==> src/rtl/vga_frame_monitor.sv <==
// vga_frame_monitor
// Passive monitor for a VGA-style stream (hsync/vsync/hblnk/vblnk/rgb).
// It checks the sync timing against one fixed video mode, counts the active
// pixels and computes a CRC-16-CCITT over the active RGB values of each frame.
// Results for a frame are latched at the next vsync active edge. Error flags
// stay set until clr_err.
module vga_frame_monitor #(
    parameter int   H_TOTAL  = 1328,
    parameter int   H_ACTIVE = 1024,
    parameter int   H_SYNC   = 136,
    parameter int   V_TOTAL  = 806,
    parameter int   V_ACTIVE = 768,
    parameter int   V_SYNC   = 6,
    parameter logic SYNC_POL = 1'b1,
    parameter int   RGB_W    = 12
) (
    input  logic             clk,
    input  logic             rst,
    input  logic             hsync,
    input  logic             vsync,
    input  logic             hblnk,
    input  logic             vblnk,
    input  logic [RGB_W-1:0] rgb,
    input  logic             clr_err,
    output logic             locked,
    output logic             frame_done,
    output logic             frame_ok,
    output logic [15:0]      frame_count,
    output logic [15:0]      h_total_meas,
    output logic [15:0]      v_total_meas,
    output logic [23:0]      pix_count,
    output logic [15:0]      frame_crc,
    output logic [3:0]       err
);

    localparam logic [15:0] H_TOTAL_C = 16'(H_TOTAL);
    localparam logic [15:0] H_SYNC_C  = 16'(H_SYNC);
    localparam logic [15:0] V_TOTAL_C = 16'(V_TOTAL);
    localparam logic [15:0] V_SYNC_C  = 16'(V_SYNC);
    localparam logic [23:0] PIX_EXP_C = 24'(H_ACTIVE * V_ACTIVE);

    typedef enum logic [1:0] {SEEK, ARMED, RUN} state_t;

    // Counters hold at all-ones so a missing sync cannot wrap them back into range.
    function automatic logic [15:0] sat_inc16(input logic [15:0] v);
        return (v == 16'hFFFF) ? v : v + 16'd1;
    endfunction

    function automatic logic [23:0] sat_inc24(input logic [23:0] v);
        return (v == 24'hFF_FFFF) ? v : v + 24'd1;
    endfunction

    // CRC-16-CCITT (0x1021), one pixel per call, MSB of the pixel first.
    function automatic logic [15:0] crc_step(input logic [15:0] crc, input logic [RGB_W-1:0] d);
        logic [15:0] c;
        logic        fb;
        c = crc;
        for (int i = RGB_W - 1; i >= 0; i--) begin
            fb = c[15] ^ d[i];
            c  = {c[14:0], 1'b0} ^ (fb ? 16'h1021 : 16'h0000);
        end
        return c;
    endfunction

    state_t      state_q, state_d;
    logic        hs_prev_q, hs_prev_d;
    logic        vs_prev_q, vs_prev_d;
    logic [15:0] line_cnt_q, line_cnt_d;
    logic        line_seen_q, line_seen_d;
    logic [15:0] last_line_q, last_line_d;
    logic [15:0] hsw_cnt_q, hsw_cnt_d;
    logic [15:0] vcnt_q, vcnt_d;
    logic [15:0] vs_hcnt_q, vs_hcnt_d;
    logic [23:0] pix_cnt_q, pix_cnt_d;
    logic [15:0] crc_q, crc_d;
    logic [3:0]  frame_err_q, frame_err_d;
    logic        locked_q, locked_d;
    logic        frame_done_q, frame_done_d;
    logic        frame_ok_q, frame_ok_d;
    logic [15:0] frame_count_q, frame_count_d;
    logic [15:0] h_total_meas_q, h_total_meas_d;
    logic [15:0] v_total_meas_q, v_total_meas_d;
    logic [23:0] pix_count_q, pix_count_d;
    logic [15:0] frame_crc_q, frame_crc_d;
    logic [3:0]  err_q, err_d;

    logic hs_act, vs_act, hs_edge, hs_fall, vs_edge, pix_en, chk_en;
    logic line_err, hsw_err;
    logic [3:0] cyc_err, bnd_err, closing_err, new_err;

    // Decode sync levels and edges; the previous-level registers store raw pins.
    always_comb begin
        hs_act    = (hsync == SYNC_POL);
        vs_act    = (vsync == SYNC_POL);
        hs_edge   = hs_act && (hs_prev_q != SYNC_POL);
        hs_fall   = !hs_act && (hs_prev_q == SYNC_POL);
        vs_edge   = vs_act && (vs_prev_q != SYNC_POL);
        pix_en    = !hblnk && !vblnk;
        chk_en    = (state_q != SEEK);
        hs_prev_d = hsync;
        vs_prev_d = vsync;
    end

    // Lock sequence: first vsync edge locks, second starts reporting frames.
    always_comb begin
        state_d  = state_q;
        locked_d = locked_q;
        case (state_q)
            SEEK: begin
                if (vs_edge) begin
                    state_d  = ARMED;
                    locked_d = 1'b1;
                end
            end
            ARMED:   if (vs_edge) state_d = RUN;
            RUN:     state_d = RUN;
            default: state_d = SEEK;
        endcase
    end

    // Line length between hsync edges of the same frame, and hsync pulse width.
    always_comb begin
        line_cnt_d  = sat_inc16(line_cnt_q);
        line_seen_d = line_seen_q;
        last_line_d = last_line_q;
        hsw_cnt_d   = hsw_cnt_q;
        line_err    = 1'b0;
        // An edge coinciding with the frame boundary opens the new frame, so the
        // line spanning the boundary is not measured.
        if (vs_edge) begin
            line_seen_d = 1'b0;
            last_line_d = 16'd0;
        end
        if (hs_edge) begin
            if (line_seen_q && !vs_edge) begin
                last_line_d = line_cnt_q;
                line_err    = (line_cnt_q != H_TOTAL_C);
            end
            line_cnt_d  = 16'd1;
            line_seen_d = 1'b1;
        end
        if (hs_act) begin
            hsw_cnt_d = hs_edge ? 16'd1 : sat_inc16(hsw_cnt_q);
        end
        hsw_err = hs_fall && (hsw_cnt_q != H_SYNC_C);
    end

    // Per-frame accumulators; at the boundary they restart with the cycle-N contribution.
    always_comb begin
        vcnt_d    = vcnt_q;
        vs_hcnt_d = vs_hcnt_q;
        pix_cnt_d = pix_cnt_q;
        crc_d     = crc_q;
        if (vs_edge) begin
            vcnt_d    = {15'd0, hs_edge};
            vs_hcnt_d = {15'd0, hs_edge};
            pix_cnt_d = {23'd0, pix_en};
            crc_d     = pix_en ? crc_step(16'hFFFF, rgb) : 16'hFFFF;
        end else begin
            if (hs_edge) begin
                vcnt_d = sat_inc16(vcnt_q);
            end
            if (hs_edge && vs_act) begin
                vs_hcnt_d = sat_inc16(vs_hcnt_q);
            end
            if (pix_en) begin
                pix_cnt_d = sat_inc24(pix_cnt_q);
                crc_d     = crc_step(crc_q, rgb);
            end
        end
    end

    // Error collection, sticky flags and the once-per-frame report.
    always_comb begin
        cyc_err     = {2'b00, hsw_err, line_err};
        bnd_err     = {(pix_cnt_q != PIX_EXP_C),
                       (vcnt_q != V_TOTAL_C) || (vs_hcnt_q != V_SYNC_C),
                       2'b00};
        closing_err = frame_err_q | bnd_err;
        new_err     = 4'b0000;
        if (chk_en) begin
            new_err = cyc_err | (vs_edge ? bnd_err : 4'b0000);
        end
        // A new error in the same cycle as clr_err keeps its bit set.
        err_d = (clr_err ? 4'b0000 : err_q) | new_err;

        // Errors seen in the boundary cycle belong to the frame that starts there.
        frame_err_d = frame_err_q | (chk_en ? cyc_err : 4'b0000);
        if (vs_edge) begin
            frame_err_d = chk_en ? cyc_err : 4'b0000;
        end

        frame_done_d   = 1'b0;
        frame_ok_d     = 1'b0;
        frame_count_d  = frame_count_q;
        h_total_meas_d = h_total_meas_q;
        v_total_meas_d = v_total_meas_q;
        pix_count_d    = pix_count_q;
        frame_crc_d    = frame_crc_q;
        if (vs_edge && (state_q == RUN)) begin
            frame_done_d   = 1'b1;
            frame_ok_d     = (closing_err == 4'b0000);
            frame_count_d  = frame_count_q + 16'd1;
            h_total_meas_d = last_line_q;
            v_total_meas_d = vcnt_q;
            pix_count_d    = pix_cnt_q;
            frame_crc_d    = crc_q;
        end
    end

    // State and datapath registers, all cleared by synchronous reset.
    always_ff @(posedge clk) begin
        if (rst) begin
            state_q        <= SEEK;
            hs_prev_q      <= ~SYNC_POL;
            vs_prev_q      <= ~SYNC_POL;
            line_cnt_q     <= 16'd0;
            line_seen_q    <= 1'b0;
            last_line_q    <= 16'd0;
            hsw_cnt_q      <= 16'd0;
            vcnt_q         <= 16'd0;
            vs_hcnt_q      <= 16'd0;
            pix_cnt_q      <= 24'd0;
            crc_q          <= 16'hFFFF;
            frame_err_q    <= 4'b0000;
            locked_q       <= 1'b0;
            frame_done_q   <= 1'b0;
            frame_ok_q     <= 1'b0;
            frame_count_q  <= 16'd0;
            h_total_meas_q <= 16'd0;
            v_total_meas_q <= 16'd0;
            pix_count_q    <= 24'd0;
            frame_crc_q    <= 16'd0;
            err_q          <= 4'b0000;
        end else begin
            state_q        <= state_d;
            hs_prev_q      <= hs_prev_d;
            vs_prev_q      <= vs_prev_d;
            line_cnt_q     <= line_cnt_d;
            line_seen_q    <= line_seen_d;
            last_line_q    <= last_line_d;
            hsw_cnt_q      <= hsw_cnt_d;
            vcnt_q         <= vcnt_d;
            vs_hcnt_q      <= vs_hcnt_d;
            pix_cnt_q      <= pix_cnt_d;
            crc_q          <= crc_d;
            frame_err_q    <= frame_err_d;
            locked_q       <= locked_d;
            frame_done_q   <= frame_done_d;
            frame_ok_q     <= frame_ok_d;
            frame_count_q  <= frame_count_d;
            h_total_meas_q <= h_total_meas_d;
            v_total_meas_q <= v_total_meas_d;
            pix_count_q    <= pix_count_d;
            frame_crc_q    <= frame_crc_d;
            err_q          <= err_d;
        end
    end

    assign locked       = locked_q;
    assign frame_done   = frame_done_q;
    assign frame_ok     = frame_ok_q;
    assign frame_count  = frame_count_q;
    assign h_total_meas = h_total_meas_q;
    assign v_total_meas = v_total_meas_q;
    assign pix_count    = pix_count_q;
    assign frame_crc    = frame_crc_q;
    assign err          = err_q;

endmodule

==> config.mk <==
export PLATFORM = sky130hd
export DESIGN_NAME = vga_frame_monitor
export DESIGN_NICKNAME = d
export VERILOG_FILES = /design/src/rtl/vga_frame_monitor.sv
export SDC_FILE = /design/constraint.sdc
export NUM_CORES = 1
export LEC_CHECK = 0
export ABC_CLOCK_PERIOD_IN_PS = 5400
export BUFFER_PORTS_ARGS = -buffer_cell sky130_fd_sc_hd__buf_2
export CAP_MARGIN = 20
export CORE_ASPECT_RATIO = 1.75
export CORE_MARGIN = 1.5
export CORE_UTILIZATION = 25
export DETAILED_ROUTE_END_ITERATION = 7
export HOLD_SLACK_MARGIN = 0.12
export PLACE_DENSITY = 0.49
export SLEW_MARGIN = 20
export SYNTH_ARGS = -nofsm -noshare
export SYNTH_HDL_FRONTEND = slang
export SYNTH_SLANG_ARGS = --single-unit
==> constraint.sdc <==
create_clock -name clk -period 5.4 [get_ports clk]
set_input_delay 0.27 -clock clk [delete_from_list [all_inputs] [get_ports clk]]
set_output_delay 0.27 -clock clk [all_outputs]
set_load 0.03 [all_outputs]
==> results of run 1 <==
[per-layer routing]
metal,global-route usage,vias to the layer above
li1,-,4516
met1,0.150,4279
met2,0.278,174
met3,0.0177,70
met4,0.0734,0
met5,0,-
[worst max-delay path: cells and delay by family]
family,cells,cell delay (ns)
compound gates,3,0.84
simple gates,2,1.00
buf+inv,2,0.74
[synth_stat cells (19+ instances only)]
library cell / number
nand2_1: 231
nor3_1: 21
inv_1: 19
dfxtp_1: 222
nand4_1: 29
nor4_1: 24
xor2_1: 30
a21oi_1: 136
o21ai_0: 37
clkbuf_1: 63
nor2_1: 105
nand3_1: 48
xnor2_1: 67
or3_1: 24
[cells by family after synthesis]
group / after synthesis
adders and majority gates: 14
AOI/OAI and AO/OA: 248
and+or+nand+nor: 567
muxes: 3
xor gates and xnor gates: 101
buffers and inverters: 99
DFF: 222
[path summary, 6_finish.rpt]
kind                       start              end  slack [ns]  cells past startpoint
hold / removal            rgb[9]         crc_q[9]        0.18                      4
setup reg to reg      state_q[0]  frame_count[12]        3.02                      8
setup / recovery           hsync     hsw_cnt_q[5]        2.91                      7
hold reg to reg   frame_err_q[1]   frame_err_q[1]        0.45                      2
[power breakdown]
part | internal, mW | total, mW | switching [mW]
clock network | 0.936 | 1.64 | 0.702
logic | 0.133 | 0.366 | 0.233
registers | 1.67 | 1.70 | 0.0369
total | 2.74 | 3.71 | 0.972
[flip-flops by register name, summed over array words and instances, names as in the netlist]
name and count:
hsw_cnt_q 16, locked 1, crc_q 16, state_q 2
line_seen_q 1, frame_done 1, vs_prev_q 1, v_total_meas 16
err 4, line_cnt_q 16, pix_count 24, frame_ok 1
vs_hcnt_q 16, last_line_q 16, frame_crc 16, vcnt_q 16
hs_prev_q 1, h_total_meas 16, frame_count 16, pix_cnt_q 24
frame_err_q 2
[cells in the final DEF, fill, tap and decap left out, types with 4 or more instances in the layout]
cell	Yosys	final
a211oi_1	12	12
a21o_1	7	7
a21oi_1	136	136
a2bb2oi_1	4	4
a31oi_1	4	4
and2_1	6	6
and3_1	15	15
and4_1	15	15
buf_2	8	112
buf_4	0	11
clkbuf_16	0	23
clkbuf_8	0	4
clkinvlp_4	0	4
dfxtp_1	222	222
dlygate4sd3_1	0	5
ha_1	14	14
inv_1	19	19
nand2_1	231	230
nand2b_1	4	4
nand3_1	48	48
nand4_1	29	29
nor2_1	105	104
nor2b_1	5	5
nor3_1	21	21
nor4_1	24	24
nor4b_1	8	8
o2111ai_1	4	4
o211ai_1	6	6
o21ai_0	37	37
o31ai_1	6	6
or3_1	24	24
or4_1	9	9
xnor2_1	67	67
xnor3_1	4	4
xor2_1	30	30
[layout make-up]
cell class / instances / area share
Clock buffer: 29 / 0.0531
Clock inverter: 11 / 0.0105
Inverter: 19 / 0.00593
Multi-Input combinational cell: 933 / 0.447
Sequential cell: 222 / 0.370
Tap cell: 544 / 0.0566
Timing Repair Buffer: 128 / 0.0576
[stage by stage]
step | cells | instance area [µm²] | power (mW)
global placement | 1841 | 11200 | 2.10
CTS | 1886 | 12000 | 3.77
floorplan | 1254 | 10200 | 2.00
finish | 1886 | 12000 | 3.71
global route | 1886 | 12000 | 3.86
detailed placement | 1841 | 11200 | 2.11
==> out/qor.csv, run 1 <==
stage,metric,value,unit
sta,clk_skew,0.0269,ns
floorplan,Chip Width,156,µm
clock_tree,clk slew on worst S/H paths,0.06,ns
sta,relative slew slack,0.335,
logic_synthesis,Synth top area share,0.436,
worst_setup_path,crit start category,input port,
floorplan,Core Area,40200,µm²
global_routing,gr usage total,0.144,
finish,layout cells sized above 1,0.132,
logic_synthesis,post-synthesis sequential area ratio,0.436,
floorplan,die extent in y,270,µm
worst_setup_path,crit path DAT,2.85,ns
global_routing,total grt overflow,0,
logic_synthesis,Synth async-reset ratio,0,
drt,WL/cell,16.3,µm
logic_synthesis,post-synthesis simple-gate area fraction,0.269,
worst_setup_path,crit-path cells,dlygate4sd3_1 > buf_2 > nor2b_1 > nor3_2 > a31o_2 > o311ai_0 > o41ai_1,
floorplan,Ports,114,
pwr,Leak Pwr,4.27,nW
logic_synthesis,post-synthesis cell area,10200,µm²
sta,fmax,402,MHz
logic_synthesis,"EDFF count, synth",0,
sta,count of final max-slew check failures,0,
pwr,VDD IR max,0.147,mV
clock_tree,clock sinks,222,
global_routing,vias in the first global route,8976,
worst_setup_path,Worst path max stage delay,0.74,ns
outcome,status,"finished, final reports clean",
logic_synthesis,Synth Area in Compound Gates,0.144,
place,dpl ws,2.83,ns
drt,DR iter-0 viols,560,
drt,met2 wire length,16500,µm
logic_synthesis,post-synthesis cell count,1254,
place,PortBufs,113,
clock_tree,post-CTS setup-driven buffer insertion count,0,
clock_tree,CTS Root Buffer Type,clkbuf_16,
logic_synthesis,Mapped Nets,1287,
sta,final hold vios,0,
worst_setup_path,"Max FO, Critical Path",11,
sta,minimum clock period,2.49,ns
sta,setup_tns,0,ns
drt,final WL,30800,µm
sta,crit share post-route,0.461,
drt,metal3 WL,1070,µm
drt,Pre-antenna DRT Iters,4,
logic_synthesis,Adder-Cell Fraction of Synth Area,0.0172,
finish,# fillers,4379,
global_routing,pin count of the biggest net entering global routing,77,
sta,unrepaired setup endpoints after global routing,false,
finish,synthesis-to-finish area growth,17.9,%
logic_synthesis,syn_area_per_cell,8.13,µm²
drt,vias,9039,
floorplan,cell row count,97,
finish,register area,4440,µm²
floorplan,initial core utilization,0.254,
sta,Hold WS,0.180,ns
pwr,pwr/cell area,308,nW/µm²
clock_tree,TritonCTS clock tree,yes,
clock_tree,htree depth,1,
finish,Layout Utilization,0.299,
floorplan,Die Area,42100,µm²
logic_synthesis,flip-flop and latch count after synthesis,222,
finish,area of the multi-input gates,5370,µm²
logic_synthesis,Netlist cell types,70,
finish,n_diodes,0,
worst_setup_path,class of the most critical setup path,input port to flop,
clock_tree,CTS buffer count,23,
logic_synthesis,XOR/XNOR Fraction of Synth Area,0.0921,
drt,Via density,4.79,
place,Final Wtd Congestion,0.874,
worst_setup_path,slowest cell on the critical path,nor2b_1,
finish,Final #Nets,1360,
sta,worst-margin pin slew,0.997,ns
global_routing,initial antenna violation count,0,
clock_tree,Resize count post-CTS,0,
logic_synthesis,synth warn,0,
sta,"Setup violations, final",0,
global_routing,first-pass GRT wire length,48500,µm
job,max_cap viols,0,
logic_synthesis,largest family of logic cells by synthesized area,simple AND/OR/NAND/NOR gates,
sta,Final WS setup,2.91,ns
worst_setup_path,crit end category,flop,
place,HPWL after DPL,21900,µm
logic_synthesis,Synth area leader,dfxtp_1,
drt,Top Metal Used,met4,
drt,DRC Markers,0,
logic_synthesis,Synth area leaders,"dfxtp_1, nand2_1, a21oi_1",
logic_synthesis,mux contribution to synthesized area,0.00294,
clock_tree,clock latency on the worst-skew pair,0.54,ns
drt,Routed Antenna Nets,0,
drt,wl on met1,11800,µm
logic_synthesis,prevailing post-synth register cell,dfxtp_1,
clock_tree,CTS Hold Bufs,5,
clock_tree,clk buf depth,3,
worst_hold_path,hold crit path type,input port to flop,
worst_setup_path,"Data required, critical path",5.76,ns
Note: power is estimated with default switching activity, not from simulation.
==> inputs of run 2 (changes only) <==
ABC_CLOCK_PERIOD_IN_PS = 2100   (was 5400)
PLACE_DENSITY = 0.5   (was 0.49)
clock period = 2.1 ns   (was 5.4 ns; I/O delays follow)
==> run 2 against run 1 <==
Against the previous run:
- wire length grew 0.71%
- clock power grew to 2.9 times the previous value
- critical path type unchanged
- combinational power grew to 2.8 times the previous value
==> out/qor.csv, run 2 (synthesis results as in run 1) <==
stage,metric,value,unit
place,HPWL after DPL,22200,µm
job,max_cap viols,0,
worst_setup_path,class of the most critical setup path,input port to flop,
clock_tree,htree depth,1,
pwr,VDD IR max,0.543,mV
drt,WL/cell,15.8,µm
sta,setup_tns,0,ns
floorplan,cell row count,97,
worst_setup_path,"Data required, critical path",2.54,ns
sta,final hold vios,0,
place,dpl ws,0.143,ns
pwr,Leak Pwr,4.72,nW
place,Final Wtd Congestion,0.833,
sta,"Setup violations, final",0,
clock_tree,TritonCTS clock tree,yes,
worst_hold_path,hold crit path type,input port to flop,
finish,register area,4450,µm²
sta,minimum clock period,2.01,ns
place,total cell area at the placement stage,11700,µm²
global_routing,pin count of the biggest net entering global routing,75,
clock_tree,CTS Root Buffer Type,clkbuf_16,
finish,"commonest non-fill, non-tap cell in the layout",nand2_1,
global_routing,first-pass GRT wire length,49000,µm
drt,vias,9437,
floorplan,die extent in y,270,µm
drt,Pre-antenna DRT Iters,5,
floorplan,Chip Width,156,µm
clock_tree,post-CTS setup-driven buffer insertion count,0,
sta,count of final max-slew check failures,0,
floorplan,Ports,114,
clock_tree,CTS buffer count,25,
finish,layout cells sized above 1,0.175,
worst_setup_path,crit path DAT,2.46,ns
place,placed cells,1898,
finish,synthesis-to-finish area growth,25.5,%
finish,area of all placed cells without fillers,12800,µm²
sta,worst-margin pin slew,1.02,ns
worst_setup_path,"Max FO, Critical Path",3,
clock_tree,clk slew on worst S/H paths,0.06,ns
pwr,pwr/cell area,788,nW/µm²
clock_tree,clock sinks,222,
global_routing,vias in the first global route,9102,
outcome,status,"finished, final reports clean",
floorplan,Core Area,40200,µm²
sta,clk_skew,0.0304,ns
finish,# fillers,4298,
sta,crit share post-route,0.958,
drt,final WL,31000,µm
sta,unrepaired setup endpoints after global routing,false,
finish,Layout Utilization,0.319,
pwr,Pwr Total,10.1,mW
drt,DRC Markers,0,
floorplan,initial core utilization,0.254,
sta,Hold WS,0.156,ns
clock_tree,clock latency on the worst-skew pair,0.56,ns
drt,Routed Antenna Nets,0,
global_routing,gr usage total,0.146,
sta,Final WS setup,0.0886,ns
finish,n_diodes,0,
place,PortBufs,113,
sta,fmax,497,MHz
global_routing,total grt overflow,0,
finish,Final #Nets,1432,
finish,Non-Filler Instances,1962,
worst_setup_path,crit start category,input port,
finish,most frequent cells in the layout,"nand2_1, dfxtp_1, a21oi_1, buf_2, nor2_1",
worst_setup_path,Worst path max stage delay,0.56,ns
clock_tree,clk buf depth,3,
drt,DR iter-0 viols,446,
drt,Via density,4.81,
worst_setup_path,slowest cell on the critical path,dlygate4sd3_1,
worst_setup_path,crit-path cells,dlygate4sd3_1 > buf_2 > xnor2_2 > xnor2_2 > xor2_1 > o21ai_0 > a211o_1 > dlygate4sd3_1,
worst_setup_path,crit end category,flop,
finish,area of the multi-input gates,5410,µm²
sta,relative slew slack,0.315,
global_routing,initial antenna violation count,0,
floorplan,Die Area,42100,µm²
==> run 2: routing by layer <==
layer / wire length, µm / vias up / GRT usage
met4: 1220 / 0 / 0.0664
met5: 0 / - / 0
met1: 12100 / 4526 / 0.153
li1: - / 4667 / -
met2: 16600 / 186 / 0.281
met3: 1030 / 58 / 0.0183
==> run 2: area by class of cell <==
type / instances / area share
clock inverter: 12 / 0.0129
timing repair buffer: 198 / 0.102
clock buffer: 34 / 0.0562
inverter: 19 / 0.00557
multi-input combinational: 933 / 0.423
tap: 544 / 0.0532
sequential: 222 / 0.348
==> run 2: repair_timing <==
item                                    4_1_cts  5_1_grt
endpoints found under the setup margin        0        4
gates resized for setup                       0       13
endpoints found under the hold margin        34        0
hold buffers                                 18        0
==> run 2: power by group <==
group | leakage (nW) | internal (mW) | switching [mW]
clock network | 0.428 | 2.79 | 1.88
logic | 2.50 | 0.416 | 0.623
registers | 1.79 | 4.29 | 0.0738
==> run 2: path summary, 6_finish.rpt <==
path	startpoint	to	slack [ns]	depth (start not counted)
hold reg to reg	frame_err_q[1]	frame_err_q[1]	0.44	2
hold / removal	rgb[2]	crc_q[2]	0.16	6
setup reg to reg	crc_q[12]	crc_q[9]	0.11	6
setup / recovery	rgb[8]	crc_q[9]	0.09	8
==> run 2: worst max-delay path, delay by kind of cell <==
kind | cells | cell delay [ns]
xor gates and xnor gates | 3 | 0.69
buffers and inverters | 3 | 1.26
AOI/OAI and AO/OA | 2 | 0.40
